==> src/rtl/lsm_backward_sched.sv <==
// ---------------------------------------------------------------------------
// lsm_backward_sched
//
// Sequencer for the backward-induction pass of the LSM pricer. For every
// exercise step from N_STEPS-1 down to 1 it fetches the step's regression
// coefficients and discount factor, streams each path's spot price through
// the decision datapath (one path per cycle, no bubbles) and writes each
// returned present value into the cash-flow RAM at the matching path address.
//
// Ports
//   clk, rst_n          clock, asynchronous active-low reset
//   start_i             one-cycle start pulse, honoured only when idle
//   busy_o              high from the cycle after an accepted start until done
//   done_o              one-cycle pulse once step 1 has fully drained
//   err_o               sticky flag for unexpected datapath returns
//   cur_step_o          step currently being processed
//   beta_req_o          coefficient request for cur_step_o
//   beta_valid_i        coefficient data valid (handshake with beta_req_o)
//   beta_in_i, disc_in_i    regression coefficients and discount factor
//   beta_out_o, disc_out_o  latched copies, held for the whole step
//   s_rd_en_o, s_rd_addr_o  path-price RAM read port (1-cycle sync RAM)
//   dp_valid_in_o       datapath valid, s_rd_en_o delayed by one cycle
//   dp_valid_out_i, dp_pv_i datapath result (returns in issue order)
//   cf_we_o, cf_addr_o, cf_wdata_o  cash-flow RAM write port
// ---------------------------------------------------------------------------
module lsm_backward_sched #(
   parameter int WIDTH   = 32,
   parameter int N_PATHS = 64,
   parameter int N_STEPS = 16,
   parameter int DP_LAT  = 3,
   parameter int PATH_W  = $clog2(N_PATHS),
   parameter int STEP_W  = $clog2(N_STEPS)
) (
   input  logic                     clk,
   input  logic                     rst_n,
   input  logic                     start_i,
   output logic                     busy_o,
   output logic                     done_o,
   output logic                     err_o,
   output logic [STEP_W-1:0]        cur_step_o,
   output logic                     beta_req_o,
   input  logic                     beta_valid_i,
   input  logic signed [WIDTH-1:0]  beta_in_i [0:2],
   input  logic signed [WIDTH-1:0]  disc_in_i,
   output logic signed [WIDTH-1:0]  beta_out_o [0:2],
   output logic signed [WIDTH-1:0]  disc_out_o,
   output logic                     s_rd_en_o,
   output logic [PATH_W-1:0]        s_rd_addr_o,
   output logic                     dp_valid_in_o,
   input  logic                     dp_valid_out_i,
   input  logic signed [WIDTH-1:0]  dp_pv_i,
   output logic                     cf_we_o,
   output logic [PATH_W-1:0]        cf_addr_o,
   output logic signed [WIDTH-1:0]  cf_wdata_o
);

   typedef enum logic [2:0] {
      IDLE,
      BETA_WAIT,
      ISSUE,
      DRAIN,
      DONE
   } state_t;

   // The return counter must be able to hold N_PATHS itself, one bit wider
   // than a path address.
   localparam int RET_W = PATH_W + 1;

   localparam logic [PATH_W-1:0] ISS_LAST  = PATH_W'(N_PATHS - 1);
   localparam logic [RET_W-1:0]  RET_FULL  = RET_W'(N_PATHS);
   localparam logic [STEP_W-1:0] STEP_LAST = STEP_W'(N_STEPS - 1);
   localparam logic [STEP_W-1:0] STEP_ONE  = STEP_W'(1);

   // Elaboration-time guards on the legal parameter range.
   generate
      if (N_PATHS < 2) begin : g_bad_paths
         $error("lsm_backward_sched: N_PATHS must be at least 2");
      end
      if (N_STEPS < 2) begin : g_bad_steps
         $error("lsm_backward_sched: N_STEPS must be at least 2");
      end
      if (DP_LAT < 1) begin : g_bad_lat
         $error("lsm_backward_sched: DP_LAT must be at least 1");
      end
   endgenerate

   // Control state.
   state_t                    state_q,  state_d;
   logic [STEP_W-1:0]         step_q,   step_d;
   logic [PATH_W-1:0]         iss_q,    iss_d;
   logic [RET_W-1:0]          ret_q,    ret_d;
   logic                      err_q,    err_d;
   logic signed [WIDTH-1:0]   beta_q [0:2];
   logic signed [WIDTH-1:0]   beta_d [0:2];
   logic signed [WIDTH-1:0]   disc_q,   disc_d;

   // Registered outputs.
   logic                      busy_q,      busy_d;
   logic                      done_q,      done_d;
   logic                      beta_req_q,  beta_req_d;
   logic                      s_rd_en_q,   s_rd_en_d;
   logic [PATH_W-1:0]         s_rd_addr_q, s_rd_addr_d;
   logic                      dp_valid_q,  dp_valid_d;
   logic                      cf_we_q,     cf_we_d;
   logic [PATH_W-1:0]         cf_addr_q,   cf_addr_d;
   logic signed [WIDTH-1:0]   cf_wdata_q,  cf_wdata_d;

   logic                      beta_hs;

   assign beta_hs = beta_req_q && beta_valid_i;

   // Next-state logic. Datapath returns are handled first because they can
   // arrive in any state; the state-specific part may then override the
   // return counter (handshake clears it) or err (accepted start clears it).
   // Every registered output is decoded from the next state so that it lines
   // up with the state it belongs to rather than lagging by a cycle.
   always_comb begin
      state_d    = state_q;
      step_d     = step_q;
      iss_d      = iss_q;
      ret_d      = ret_q;
      err_d      = err_q;
      beta_d     = beta_q;
      disc_d     = disc_q;
      cf_we_d    = 1'b0;
      cf_addr_d  = cf_addr_q;
      cf_wdata_d = cf_wdata_q;

      if (dp_valid_out_i) begin
         if (state_q == IDLE || ret_q == RET_FULL) begin
            err_d = 1'b1;
         end else begin
            cf_we_d    = 1'b1;
            cf_addr_d  = ret_q[PATH_W-1:0];
            cf_wdata_d = dp_pv_i;
            ret_d      = ret_q + 1'b1;
         end
      end

      case (state_q)
         IDLE: begin
            if (start_i) begin
               state_d = BETA_WAIT;
               step_d  = STEP_LAST;
               err_d   = 1'b0;
            end
         end
         BETA_WAIT: begin
            if (beta_hs) begin
               beta_d  = beta_in_i;
               disc_d  = disc_in_i;
               iss_d   = '0;
               ret_d   = '0;
               state_d = ISSUE;
            end
         end
         ISSUE: begin
            // The issue counter stops at the last path instead of wrapping.
            if (iss_q == ISS_LAST) begin
               state_d = DRAIN;
            end else begin
               iss_d = iss_q + 1'b1;
            end
         end
         DRAIN: begin
            if (ret_q == RET_FULL) begin
               if (step_q == STEP_ONE) begin
                  state_d = DONE;
               end else begin
                  step_d  = step_q - STEP_ONE;
                  state_d = BETA_WAIT;
               end
            end
         end
         DONE: begin
            state_d = IDLE;
         end
         default: begin
            state_d = IDLE;
         end
      endcase

      busy_d      = (state_d == BETA_WAIT) || (state_d == ISSUE) || (state_d == DRAIN);
      done_d      = (state_d == DONE);
      beta_req_d  = (state_d == BETA_WAIT);
      s_rd_en_d   = (state_d == ISSUE);
      s_rd_addr_d = (state_d == ISSUE) ? iss_d : s_rd_addr_q;
      dp_valid_d  = s_rd_en_q;
   end

   // State and output registers, all cleared by the asynchronous reset.
   always_ff @(posedge clk or negedge rst_n) begin
      if (!rst_n) begin
         state_q     <= IDLE;
         step_q      <= '0;
         iss_q       <= '0;
         ret_q       <= '0;
         err_q       <= 1'b0;
         beta_q      <= '{default: '0};
         disc_q      <= '0;
         busy_q      <= 1'b0;
         done_q      <= 1'b0;
         beta_req_q  <= 1'b0;
         s_rd_en_q   <= 1'b0;
         s_rd_addr_q <= '0;
         dp_valid_q  <= 1'b0;
         cf_we_q     <= 1'b0;
         cf_addr_q   <= '0;
         cf_wdata_q  <= '0;
      end else begin
         state_q     <= state_d;
         step_q      <= step_d;
         iss_q       <= iss_d;
         ret_q       <= ret_d;
         err_q       <= err_d;
         beta_q      <= beta_d;
         disc_q      <= disc_d;
         busy_q      <= busy_d;
         done_q      <= done_d;
         beta_req_q  <= beta_req_d;
         s_rd_en_q   <= s_rd_en_d;
         s_rd_addr_q <= s_rd_addr_d;
         dp_valid_q  <= dp_valid_d;
         cf_we_q     <= cf_we_d;
         cf_addr_q   <= cf_addr_d;
         cf_wdata_q  <= cf_wdata_d;
      end
   end

   assign busy_o        = busy_q;
   assign done_o        = done_q;
   assign err_o         = err_q;
   assign cur_step_o    = step_q;
   assign beta_req_o    = beta_req_q;
   assign beta_out_o    = beta_q;
   assign disc_out_o    = disc_q;
   assign s_rd_en_o     = s_rd_en_q;
   assign s_rd_addr_o   = s_rd_addr_q;
   assign dp_valid_in_o = dp_valid_q;
   assign cf_we_o       = cf_we_q;
   assign cf_addr_o     = cf_addr_q;
   assign cf_wdata_o    = cf_wdata_q;

endmodule

==> config.mk <==
export PLATFORM = sky130hd
export DESIGN_NAME = lsm_backward_sched
export DESIGN_NICKNAME = d
export VERILOG_FILES = /design/src/rtl/lsm_backward_sched.sv
export SDC_FILE = /design/constraint.sdc
export NUM_CORES = 1
export LEC_CHECK = 0
export ABC_AREA = 1
export BUFFER_PORTS_ARGS = -buffer_cell sky130_fd_sc_hd__buf_4
export CAP_MARGIN = 30
export CELL_PAD_IN_SITES_DETAIL_PLACEMENT = 1
export CELL_PAD_IN_SITES_GLOBAL_PLACEMENT = 1
export CORE_MARGIN = 2
export CORE_UTILIZATION = 36
export DETAILED_ROUTE_END_ITERATION = 8
export GPL_TIMING_DRIVEN = 0
export PLACE_DENSITY_LB_ADDON = 0.2
export SLEW_MARGIN = 10
export SYNTH_ARGS = -nofsm -noshare
export SYNTH_HDL_FRONTEND = slang
export SYNTH_SLANG_ARGS = --single-unit
==> constraint.sdc <==
create_clock -name clk -period 2.3 [get_ports clk]
set_input_delay 0.575 -clock clk [delete_from_list [all_inputs] [get_ports clk]]
set_output_delay 0.575 -clock clk [all_outputs]
set_load 0.02 [all_outputs]
==> reports/metrics.cfg, run 1 <==
[status]
status=finished, final reports clean

[power_and_ir_drop]
total_power_mw=15.94
pwr-share-comb_pct=44.5
power.switching_mw=6.599
leakage_nw=6.576
worst_ir_drop_vdd_mv=0.5502
p_seq_share_pct=37.0
internal_power_mw=9.345
power_density_nw_per_um2=1389
switching_share_pct=41.39
pwr-share-clk_pct=18.6

[global_routing]
grt-ovfl-total=0
grt_pass1_wl_um=41370
grt_pass1_vias=7588
grt_max_degree=87
grt_use_total_pct=22.55
antenna_found_initial=0

[timing]
slew_headroom_pct=68.46
rsz0062_at_grt=false
hold_viol=0
tightest_slew_ns=0.4731
hold-worst-slack_ns=0.03252
fmax_ghz=0.5753
fin_skew_ns=0.01594
min_period_ns=1.738
finalMaxSlewViolations=0
period_share_pct=75.57
setup-violations-final=0
fin_ws_ns=0.5619
fin_tns_setup_ns=0

[setup_path]
crit_chain=inv_1 > ha_1 > nand2_1 > inv_1 > nand3_2 > nand2_2 > nor2_4 > inv_2 > buf_2 > nand2_1 > nand2_1
timing.critical_path.mode_cell=nand2_1
endpoint_kind=flop
slowest_delay_ns=0.42
critPathArrivalTime_ns=2.06
crit_slowest_cell=dfrtp_1
crit_path_start_kind=flop
cp_max_fo=10
path_class=flop to flop
cp_data_required_time_ns=2.62

[cells_and_area]
fin_cells=1559
utilization_pct=52.92
drive_gt1_share_pct=33.23
num-nets-final=1437
diodes=0
area_growth_pct=45.37
final_area_um2=11480

[detailed_routing]
drt_iter0_drc=265
final_antenna_net_count=0
vias=7189
viasPerCell=4.611
first_pass_iters=4
remaining_drc_errors=0
wl_per_cell_um=16.63
wirelength_um=25930

[place]
place_inst=1528
dp_hpwl_um=19560
port_buffers=347
dpl_worst_slack_ns=0.4555
placed_area_um2=10910
gp_congestion=0.8156

[clock_network]
cts_hold_buf=0
htreeDepth=4
cts_made_buffers=17
clkTransAtPathRegs_ns=0.08
cts_tree=done
cts_resized=0
worstSkewPairLatency_ns=0.44
cts_buffer_depth=2
cts_root_buffer=clkbuf_16
clkSinkCount=199
postCtsSetupBuffers=0

[yosys]
ys_seq_area_share_pct=63.07
ys.warnings.count=0
syn-cell-area_um2=7895
synth_cell_types=29
synth_nets=1069
ys_ff_latch=199
syn_area_per_cell_um2=8.782
synth_cells=899

[floorplanning]
die_y_um=152.1
die_area_um2=23130
core_area_um2=21690
dieWidth_um=152.1
rows=54
initial_utilization_pct=36.40
io_pins=348

[min_path]
hold_class=primary input to asynchronous set/reset pin

[run]
maxCapViolCount=0

[worst max-delay path: cells and delay by family (launching register included)]
kind                       cells  cell delay (ns)
adders and majority gates      1             0.23
buffers and inverters          4             0.43
and+or+nand+nor                6             0.54
DFF                            1             0.42
[logic make-up after synthesis]
family                   synth area share, %
AO/OA/AOI/OAI                          1.331
XOR/XNOR                              0.1110
adder cells (fa/ha/maj)               0.7924
buffers and inverters                  4.596
flip-flops                             63.07
AND/OR/NAND/NOR                        30.10
[registers in the layout, summed over array words and instances, names as in the netlist, 3 cells and up]
register / cells
cur_step_o: 4
beta_out_o: 96
s_rd_addr_o: 6
ret_q: 7
iss_q: 6
cf_addr_o: 6
cf_wdata_o: 32
state_q: 3
disc_out_o: 32
[synthesized netlist by cell type]
| library cell | number | area share (%) |
|---|---|---|
| o21ai_0 | 7 | 0.44 |
| nor2_4 | 1 | 0.14 |
| o21ai_1 | 2 | 0.13 |
| nor3b_1 | 1 | 0.095 |
| nor2_1 | 19 | 0.90 |
| nor3_1 | 2 | 0.13 |
| buf_6 | 6 | 0.86 |
| o21a_1 | 2 | 0.19 |
| nand2_1 | 553 | 26 |
| a21oi_1 | 3 | 0.19 |
| nor3_4 | 1 | 0.21 |
| nand3_1 | 15 | 0.95 |
| o211ai_1 | 1 | 0.095 |
| buf_4 | 9 | 0.86 |
| xor2_1 | 1 | 0.11 |
| clkbuf_1 | 4 | 0.19 |
| inv_2 | 4 | 0.19 |
| inv_1 | 30 | 1.4 |
| nand4_1 | 6 | 0.48 |
| dfrtp_1 | 199 | 63 |
| or2_1 | 1 | 0.079 |
| nand2_2 | 2 | 0.16 |
| nand3_2 | 3 | 0.38 |
| buf_2 | 17 | 1.1 |
| nand2_4 | 2 | 0.29 |
| ha_1 | 5 | 0.79 |
| a22oi_1 | 1 | 0.095 |
| a31oi_1 | 1 | 0.079 |
| o21ai_2 | 1 | 0.11 |
[final timing paths]
check / start / to / slack [ns] / depth (start not counted)
setup / recovery: ret_q[0] / cf_wdata_o[24] / 0.56 / 11
hold / removal: rst_n / cur_step_o[1] / 0.03 / 1
setup reg to reg: ret_q[0] / cf_wdata_o[24] / 0.56 / 11
hold reg to reg: s_rd_en_o / dp_valid_in_o / 0.38 / 0
max in group asynchronous: rst_n / beta_out_o[41] / 1.46 / 2
min in group clk: beta_in_i[8] / beta_out_o[8] / 0.32 / 3
[area by class of cell]
type                    count  area, um2
plain buffers              36      235.2
clock buffers              18      429.2
clock inverters            13      135.1
fillers                  2630      10210
inverters                  34      127.6
multi-input cells         630       2552
flip-flops and latches    199       4980
well taps                 280      350.3
repair buffers            349       2668
[cell usage in the layout (no fill, tap or decap)]
cell type / netlist / layout
nand2_1: 553 / 553
buf_4: 9 / 355
dfrtp_1: 199 / 199
inv_1: 30 / 30
nor2_1: 19 / 19
buf_2: 17 / 17
clkbuf_16: 0 / 17
nand3_1: 15 / 15
o21ai_0: 7 / 7
nand4_1: 6 / 6
buf_6: 6 / 6
clkbuf_1: 4 / 5
ha_1: 5 / 5
inv_2: 4 / 4
inv_6: 0 / 4
nand3_2: 3 / 3
a21oi_1: 3 / 3
inv_8: 0 / 3
clkinvlp_4: 0 / 3
nand2_4: 2 / 2
nand2_2: 2 / 2
nor3_1: 2 / 2
o21a_1: 2 / 2
o21ai_1: 2 / 2
buf_16: 0 / 2
nor3_4: 1 / 1
nor2_4: 1 / 1
xor2_1: 1 / 1
nor3b_1: 1 / 1
o21ai_2: 1 / 1
o211ai_1: 1 / 1
a31oi_1: 1 / 1
or2_1: 1 / 1
a22oi_1: 1 / 1
clkinv_2: 0 / 1
bufinv_16: 0 / 1
clkinv_4: 0 / 1
buf_8: 0 / 1
[layer usage]
| layer | routed length (um) | part of all wire (%) | global-route usage (%) |
|---|---|---|---|
| met1 | 10270 | 40 | 26.40 |
| met2 | 13410 | 52 | 39.70 |
| met3 | 1707 | 6.6 | 6.874 |
| met4 | 546 | 2.1 | 7.121 |
| met5 | 0 | 0 | 0 |
[power by group through the flow]
stage / combinational, mW / clock [mW] / sequential [mW]
finish: 7.09 / 2.96 / 5.89
detailed placement: 7.18 / 0 / 5.92
CTS: 7.22 / 3.02 / 5.90
global placement: 6.99 / 0 / 5.85
floorplan: 2.16 / 0 / 7.48
global route: 7.73 / 3.15 / 6.09
Power figures use the tool's default switching activity.
==> run 2: changes to the inputs <==
- CORE_UTILIZATION: 36 -> 31
- clock period: 2.3 -> 1.4 ns (I/O delays scaled with it)
==> run 2 against run 1 <==
The flow now finishes with violations (negative hold slack, negative setup slack). Sequential power grew 68%. Count of clock-buffer cells in the layout unchanged. Non-clock buffer count grew 75. Worst hold slack got worse by 0.13 ns. Critical path type unchanged. Largest power group unchanged.
==> reports/metrics.cfg, run 2 (same netlist as run 1, synthesis figures left out) <==
[status]
violations=negative hold slack, negative setup slack
status=finished, violations left  ; was finished, final reports clean

[min_path]
hold_class=primary input to asynchronous set/reset pin  ; unchanged

[setup_path]
crit_path_start_kind=flop  ; unchanged
cp_top_family=simple AND/OR/NAND/NOR gates  ; unchanged
cp_data_required_time_ns=1.72  ; was 2.62 ns
r2r_slack_ns=-0.20  ; was 0.56 ns
cp_max_fo=7  ; was 10
worst-r2r-cell-count=8  ; was 11
timing.critical_path.mode_cell=nor2_1  ; was nand2_1
crit_slowest_cell=dfrtp_1  ; unchanged
r2r_end=ret_q[3]  ; was cf_wdata_o[24]
timing.rr.start=ret_q[4]  ; was ret_q[0]
path_buf_inv=1  ; was 4
crit_chain=nor2_1 > nand3_4 > nand2_4 > nor2_4 > buf_12 > nand2_1 > xor2_1 > nor2_1  ; was inv_1 > ha_1 > nand2_1 > inv_1 > nand3_2 > nand2_2 > nor2_4 > inv_2 > buf_2 > nand2_1 > nand2_1
endpoint_kind=flop  ; unchanged
path_class=flop to flop  ; unchanged
critPathArrivalTime_ns=1.92  ; was 2.06 ns
slowest_delay_ns=0.48  ; was 0.42 ns

[detailed_routing]
viasPerCell=4.562  ; was 4.611
final_antenna_net_count=0  ; unchanged
wl_per_cell_um=18.12  ; was 16.63 um
drt_iter0_drc=374  ; was 265
first_pass_iters=4  ; unchanged
vias=7683  ; was 7189
remaining_drc_errors=0  ; unchanged
wirelength_um=30510  ; was 25930 um

[cells_and_area]
largest_reg_flops=96  ; unchanged
layout_common_cells=buf_4, nand2_1, dfrtp_1  ; was nand2_1, buf_4, dfrtp_1
diodes=0  ; unchanged
num-nets-final=1512  ; was 1437
final_area_um2=13920  ; was 11480 um2
utilization_pct=55.45  ; was 52.92%
drive_gt1_share_pct=54.21  ; was 33.23%
final_common_cell=buf_4  ; was nand2_1
area_growth_pct=76.36  ; was 45.37%

[floorplanning]
dieWidth_um=163.6  ; was 152.1 um
initial_utilization_pct=31.44  ; was 36.40%
die_y_um=163.6  ; was 152.1 um
rows=58  ; was 54
core_area_um2=25110  ; was 21690 um2
die_area_um2=26760  ; was 23130 um2
io_pins=348  ; unchanged

[clock_network]
cts_tree=done  ; unchanged
cts_root_buffer=clkbuf_16  ; unchanged
worstSkewPairLatency_ns=0.45  ; was 0.44 ns
htreeDepth=4  ; unchanged
cts_buffer_depth=2  ; unchanged
clkSinkCount=199  ; unchanged
cts_made_buffers=17  ; unchanged
clkTransAtPathRegs_ns=0.08  ; about the same

[run]
maxCapViolCount=0  ; unchanged

[timing]
min_period_ns=1.596  ; was 1.738 ns
fin_ws_ns=-0.1956  ; was 0.5619 ns
rsz0062_at_grt=true  ; was false
finalMaxSlewViolations=0  ; unchanged
hold-worst-slack_ns=-0.1000  ; was 0.03252 ns
hold_viol=91  ; was 0
slew_headroom_pct=62.60  ; was 68.46%
fin_skew_ns=0.01580  ; was 0.01594 ns
fin_tns_setup_ns=-10.24  ; was 0 ns
fmax_ghz=0.6267  ; was 0.5753 GHz
setup-violations-final=123  ; was 0
tightest_slew_ns=0.5610  ; was 0.4731 ns
period_share_pct=114.0  ; was 75.57%

[global_routing]
use_met1_pct=24.32  ; was 26.40%
grt_pass1_vias=7956  ; was 7588
antenna_found_initial=0  ; unchanged
grt_max_degree=101  ; was 87
grt_use_total_pct=20.59  ; was 22.55%
gr-max-usage-layer=met2  ; unchanged
met2_usage_pct=35.77  ; was 39.70%
grt_pass1_wl_um=42690  ; was 41370 um
grt-ovfl-total=0  ; unchanged
use_met3_pct=5.764  ; was 6.874%

[place]
gp_congestion=0.7769  ; was 0.8156
port_buffers=347  ; unchanged
placed_area_um2=11010  ; was 10910 um2
dp_hpwl_um=19150  ; was 19560 um

[power_and_ir_drop]
worst_ir_drop_vdd_mv=0.8612  ; was 0.5502 mV
power_density_nw_per_um2=2142  ; was 1389 nW/um2
leakage_nw=7.672  ; was 6.576 nW

==> run 2: changes by cell type in the layout (fill, tap and decap cells not counted), moves of 19 or more <==
cell,delta
nand2_4,+41
buf_4,+19
nand2_2,+144
nand2_1,-189
clkbuf_16,+19
buf_8,+23
==> run 2: power by group <==
group	switching (mW)	internal, mW	leakage [nW]
registers	1.72	8.18	2.50
clock network	2.46	2.34	0.272
logic	8.33	6.79	4.90
total	12.5	17.3	7.67
==> run 2: layout make-up <==
class                           instances  area, um2
Buffer                                 34      538.0
Clock buffer                           18      429.2
Clock inverter                         13      118.9
Fill cell                            2827      11190
Inverter                               34      171.4
Multi-Input combinational cell        630       3450
Sequential cell                       199       4985
Tap cell                              330      412.9
Timing Repair Buffer                  426       3819
==> run 2: timing repair <==
item / CTS / global route
resized for setup: 149 / 282
pin swaps: 29 / 65
setup buffers: 42 / 11
setup endpoints to repair: 193 / 199
endpoints found under the hold margin: 99 / 33
gates cloned: 7 / 19
==> run 2: worst max-delay path by stage <==
stage,startpoint,end,slack [ns],depth (start not counted)
2_1_floorplan,ret_q[0],cf_addr_o[4],-0.05,11
3_3_place_gp,rst_n,cur_step_o[1],-1.75,1
3_5_place_dp,beta_valid_i,beta_out_o[42],-0.33,8
4_1_cts,ret_q[0],cf_addr_o[1],-0.11,12
5_1_grt,state_q[1],s_rd_addr_o[5],-0.23,10
6_report,ret_q[4],ret_q[3],-0.20,8
==> run 2: layer usage <==
| layer | up-vias | share of wire [%] | routed length [um] |
|---|---|---|---|
| met2 | 228 | 53 | 16230 |
| met3 | 42 | 6.2 | 1879 |
| li1 | 3631 | - | - |
| met4 | 0 | 2.1 | 651 |
| met1 | 3782 | 39 | 11750 |
| met5 | - | 0 | 0 |
==> run 2: worst reg2reg max path, cell delays in order (launching register included) <==
cell	delay, ns
dfrtp_1	0.48
nor2_1	0.28
nand3_4	0.14
nand2_4	0.09
nor2_4	0.05
buf_12	0.14
nand2_1	0.07
xor2_1	0.17
nor2_1	0.06
==> run 2: through the flow <==
step | worst slack (ns) | std cells | power, mW
final | -0.1956 | 1684 | 29.83
after global routing | -0.2331 | 1684 | 31.57
after CTS | -0.1075 | 1658 | 28.10
after detailed placement | -0.3265 | 1578 | 21.63
after global placement | -1.749 | 1576 | 21.31
after floorplan | -0.04939 | 899 | 15.95
==> run 3: changes to the inputs <==
- CELL_PAD_IN_SITES_DETAIL_PLACEMENT: 1 -> 0
- CELL_PAD_IN_SITES_GLOBAL_PLACEMENT: 1 -> 2
- CORE_UTILIZATION: 31 -> 24
==> run 3 against run 2 <==
The run ends with negative setup slack left. Clock skew fell by 0.0057 ns. Sequential power about the same. First-iteration DRC count decreased by 44%. Die area grew 28%. Routed wire length shrank 4.9%. Count of clock-buffer cells in the layout grew 7. Non-clock buffer count grew 12. Register-to-register slack gained 0.07 ns. Worst setup slack better by 0.074 ns. Critical endpoint is now cf_addr_o[5]. Largest power group unchanged. Highest routed layer unchanged.
==> reports/metrics.cfg, run 3 (same netlist as run 1, synthesis figures left out) <==
[clock_network]
cts_buffer_depth=2  ; unchanged
clkSinkCount=199  ; unchanged
cts_made_buffers=17  ; unchanged
htreeDepth=4  ; unchanged
worstSkewPairLatency_ns=0.44  ; was 0.45 ns
cts_root_buffer=clkbuf_16  ; unchanged
clkTransAtPathRegs_ns=0.07  ; was 0.08 ns
cts_tree=done  ; unchanged

[setup_path]
cp_top_family=buffers and inverters  ; was simple AND/OR/NAND/NOR gates
timing.rr.start=state_q[2]  ; was ret_q[4]
crit_slowest_cell=dfrtp_1  ; unchanged
critPathArrivalTime_ns=1.85  ; was 1.92 ns
crit_path_start_kind=flop  ; unchanged
crit_chain=inv_2 > buf_4 > buf_4 > nand3_4 > nand2_4 > nor2_4 > inv_4 > buf_8 > nand2_1 > o21ai_1  ; was nor2_1 > nand3_4 > nand2_4 > nor2_4 > buf_12 > nand2_1 > xor2_1 > nor2_1
cp_max_fo=10  ; was 7
path_class=flop to flop  ; unchanged
r2r_end=cf_addr_o[5]  ; was ret_q[3]
cp_data_required_time_ns=1.72  ; about the same
endpoint_kind=flop  ; unchanged
r2r_slack_ns=-0.12  ; was -0.20 ns
worst-r2r-cell-count=10  ; was 8
slowest_delay_ns=0.38  ; was 0.48 ns
timing.critical_path.mode_cell=buf_4  ; was nor2_1
path_buf_inv=5  ; was 1

[place]
port_buffers=347  ; unchanged
dp_hpwl_um=19240  ; was 19150 um
placed_area_um2=11150  ; was 11010 um2
gp_congestion=0.7497  ; was 0.7769

[detailed_routing]
wl_per_cell_um=16.06  ; was 18.12 um
first_pass_iters=4  ; unchanged
drt_iter0_drc=208  ; was 374
final_antenna_net_count=0  ; unchanged
vias=7395  ; was 7683
viasPerCell=4.090  ; was 4.562
remaining_drc_errors=0  ; unchanged
wirelength_um=29030  ; was 30510 um

[timing]
setup-violations-final=161  ; was 123
fmax_ghz=0.6571  ; was 0.6267 GHz
min_period_ns=1.522  ; was 1.596 ns
tightest_slew_ns=0.5343  ; was 0.5610 ns
finalMaxSlewViolations=0  ; unchanged
fin_skew_ns=0.01013  ; was 0.01580 ns
fin_ws_ns=-0.1218  ; was -0.1956 ns
period_share_pct=108.7  ; was 114.0%
rsz0062_at_grt=true  ; unchanged
slew_headroom_pct=64.38  ; was 62.60%
hold-worst-slack_ns=0.09769  ; was -0.1000 ns
hold_viol=0  ; was 91

[floorplanning]
io_pins=348  ; unchanged
die_y_um=185.4  ; was 163.6 um
die_area_um2=34360  ; was 26760 um2
core_area_um2=32450  ; was 25110 um2
dieWidth_um=185.4  ; was 163.6 um
rows=66  ; was 58
initial_utilization_pct=24.33  ; was 31.44%

[min_path]
holdPathStages=3
holdCritStartpoint=dp_pv_i[10]
whs_endpoint=cf_wdata_o[10]
hold_class=primary input to flop  ; was primary input to asynchronous set/reset pin

[power_and_ir_drop]
worst_ir_drop_vdd_mv=0.8156  ; was 0.8612 mV
total_power_mw=29.83  ; about the same
leakage_nw=7.574  ; was 7.672 nW
power_density_nw_per_um2=2115  ; was 2142 nW/um2

[cells_and_area]
final_common_cell=buf_4  ; unchanged
largest_reg_flops=96  ; unchanged
nFillCells=3319  ; was 2827
multi_input_area_um2=3516  ; was 3450 um2
final_area_um2=14100  ; was 13920 um2
drive_gt1_share_pct=54.47  ; was 54.21%
diodes=0  ; unchanged
area_growth_pct=78.64  ; was 76.36%
num-nets-final=1524  ; was 1512
register_area_um2=4981  ; was 4985 um2
layout_common_cells=buf_4, nand2_1, dfrtp_1  ; unchanged

[global_routing]
grt-ovfl-total=0  ; unchanged
grt_pass1_wl_um=42920  ; was 42690 um
grt_pass1_vias=7416  ; was 7956
grt_use_total_pct=16.57  ; was 20.59%
antenna_found_initial=0  ; unchanged
grt_max_degree=97  ; was 101

[status]
status=finished, violations left  ; unchanged
violations=negative setup slack  ; was negative hold slack, negative setup slack

[run]
maxCapViolCount=0  ; unchanged

## run 3: changes by cell type in the layout (fill, tap and decap cells not counted), sizes merged
cell and change:
bufinv +1, clkbuf -4, buf +22, dlygate4sd3 +1, inv -5, clkinvlp +1
clkinv -4
## run 3: per-layer routing
layer | part of all wire [%] | wire [um] | track usage, %
met5 | 0 | 0 | 0
met4 | 1.4 | 414 | 5.079
met3 | 7.7 | 2224 | 5.761
met2 | 49 | 14310 | 27.03
met1 | 42 | 12080 | 20.58
## run 3: worst max path at each step
stage / startpoint / to / cells after the start
finish: state_q[2] / cf_addr_o[5] / 10
floorplan: ret_q[0] / cf_addr_o[4] / 11
global route: ret_q[1] / cur_step_o[2] / 12
detailed placement: beta_valid_i / beta_out_o[43] / 8
CTS: state_q[2] / disc_out_o[12] / 10
global placement: rst_n / cur_step_o[1] / 1
## run 3: where the power goes
group / internal [mW] / leakage (nW) / switching (mW)
clock: 2.60 / 0.268 / 2.22
sequential: 8.18 / 2.50 / 1.71
combinational: 6.98 / 4.80 / 8.13
## run 3: layout make-up
cell class                 instances  share of cell area (%)
sequential                       199                   35.32
timing repair buffer             439                   27.40
multi-input combinational        630                   24.93
tap                              442                   3.921
clock buffer                      25                   3.442
buffer                            33                   3.416
inverter                          34                   1.082
clock inverter                     6                  0.4879
## run 3: repair_timing
action                                  4_1_cts  5_1_grt
hold endpoints to repair                     13        0
hold buffers                                  1        0
gates resized for setup                     187      230
gates cloned                                 16        7
endpoints found under the setup margin      194      213
buffers inserted                             45       28
pin swaps                                    39       89
## run 3: through the flow
stage               std cells  utilization [%]  TNS (ns)  setup slack [ns]
global placement         1688            34.18   -387.60            -1.913
floorplan                 899                -    -1.681          -0.04939
detailed placement       1690            34.37    -46.44           -0.4241
CTS                      1781            40.52    -9.625           -0.1263
global route             1808            43.46    -22.66           -0.2141
finish                   1808            43.46    -11.61           -0.1218
## run 3: tightest hold or removal path, stage by stage
cell and delay, ns:
buf_4 0.08, nand2_1 0.04, nand2_1 0.04
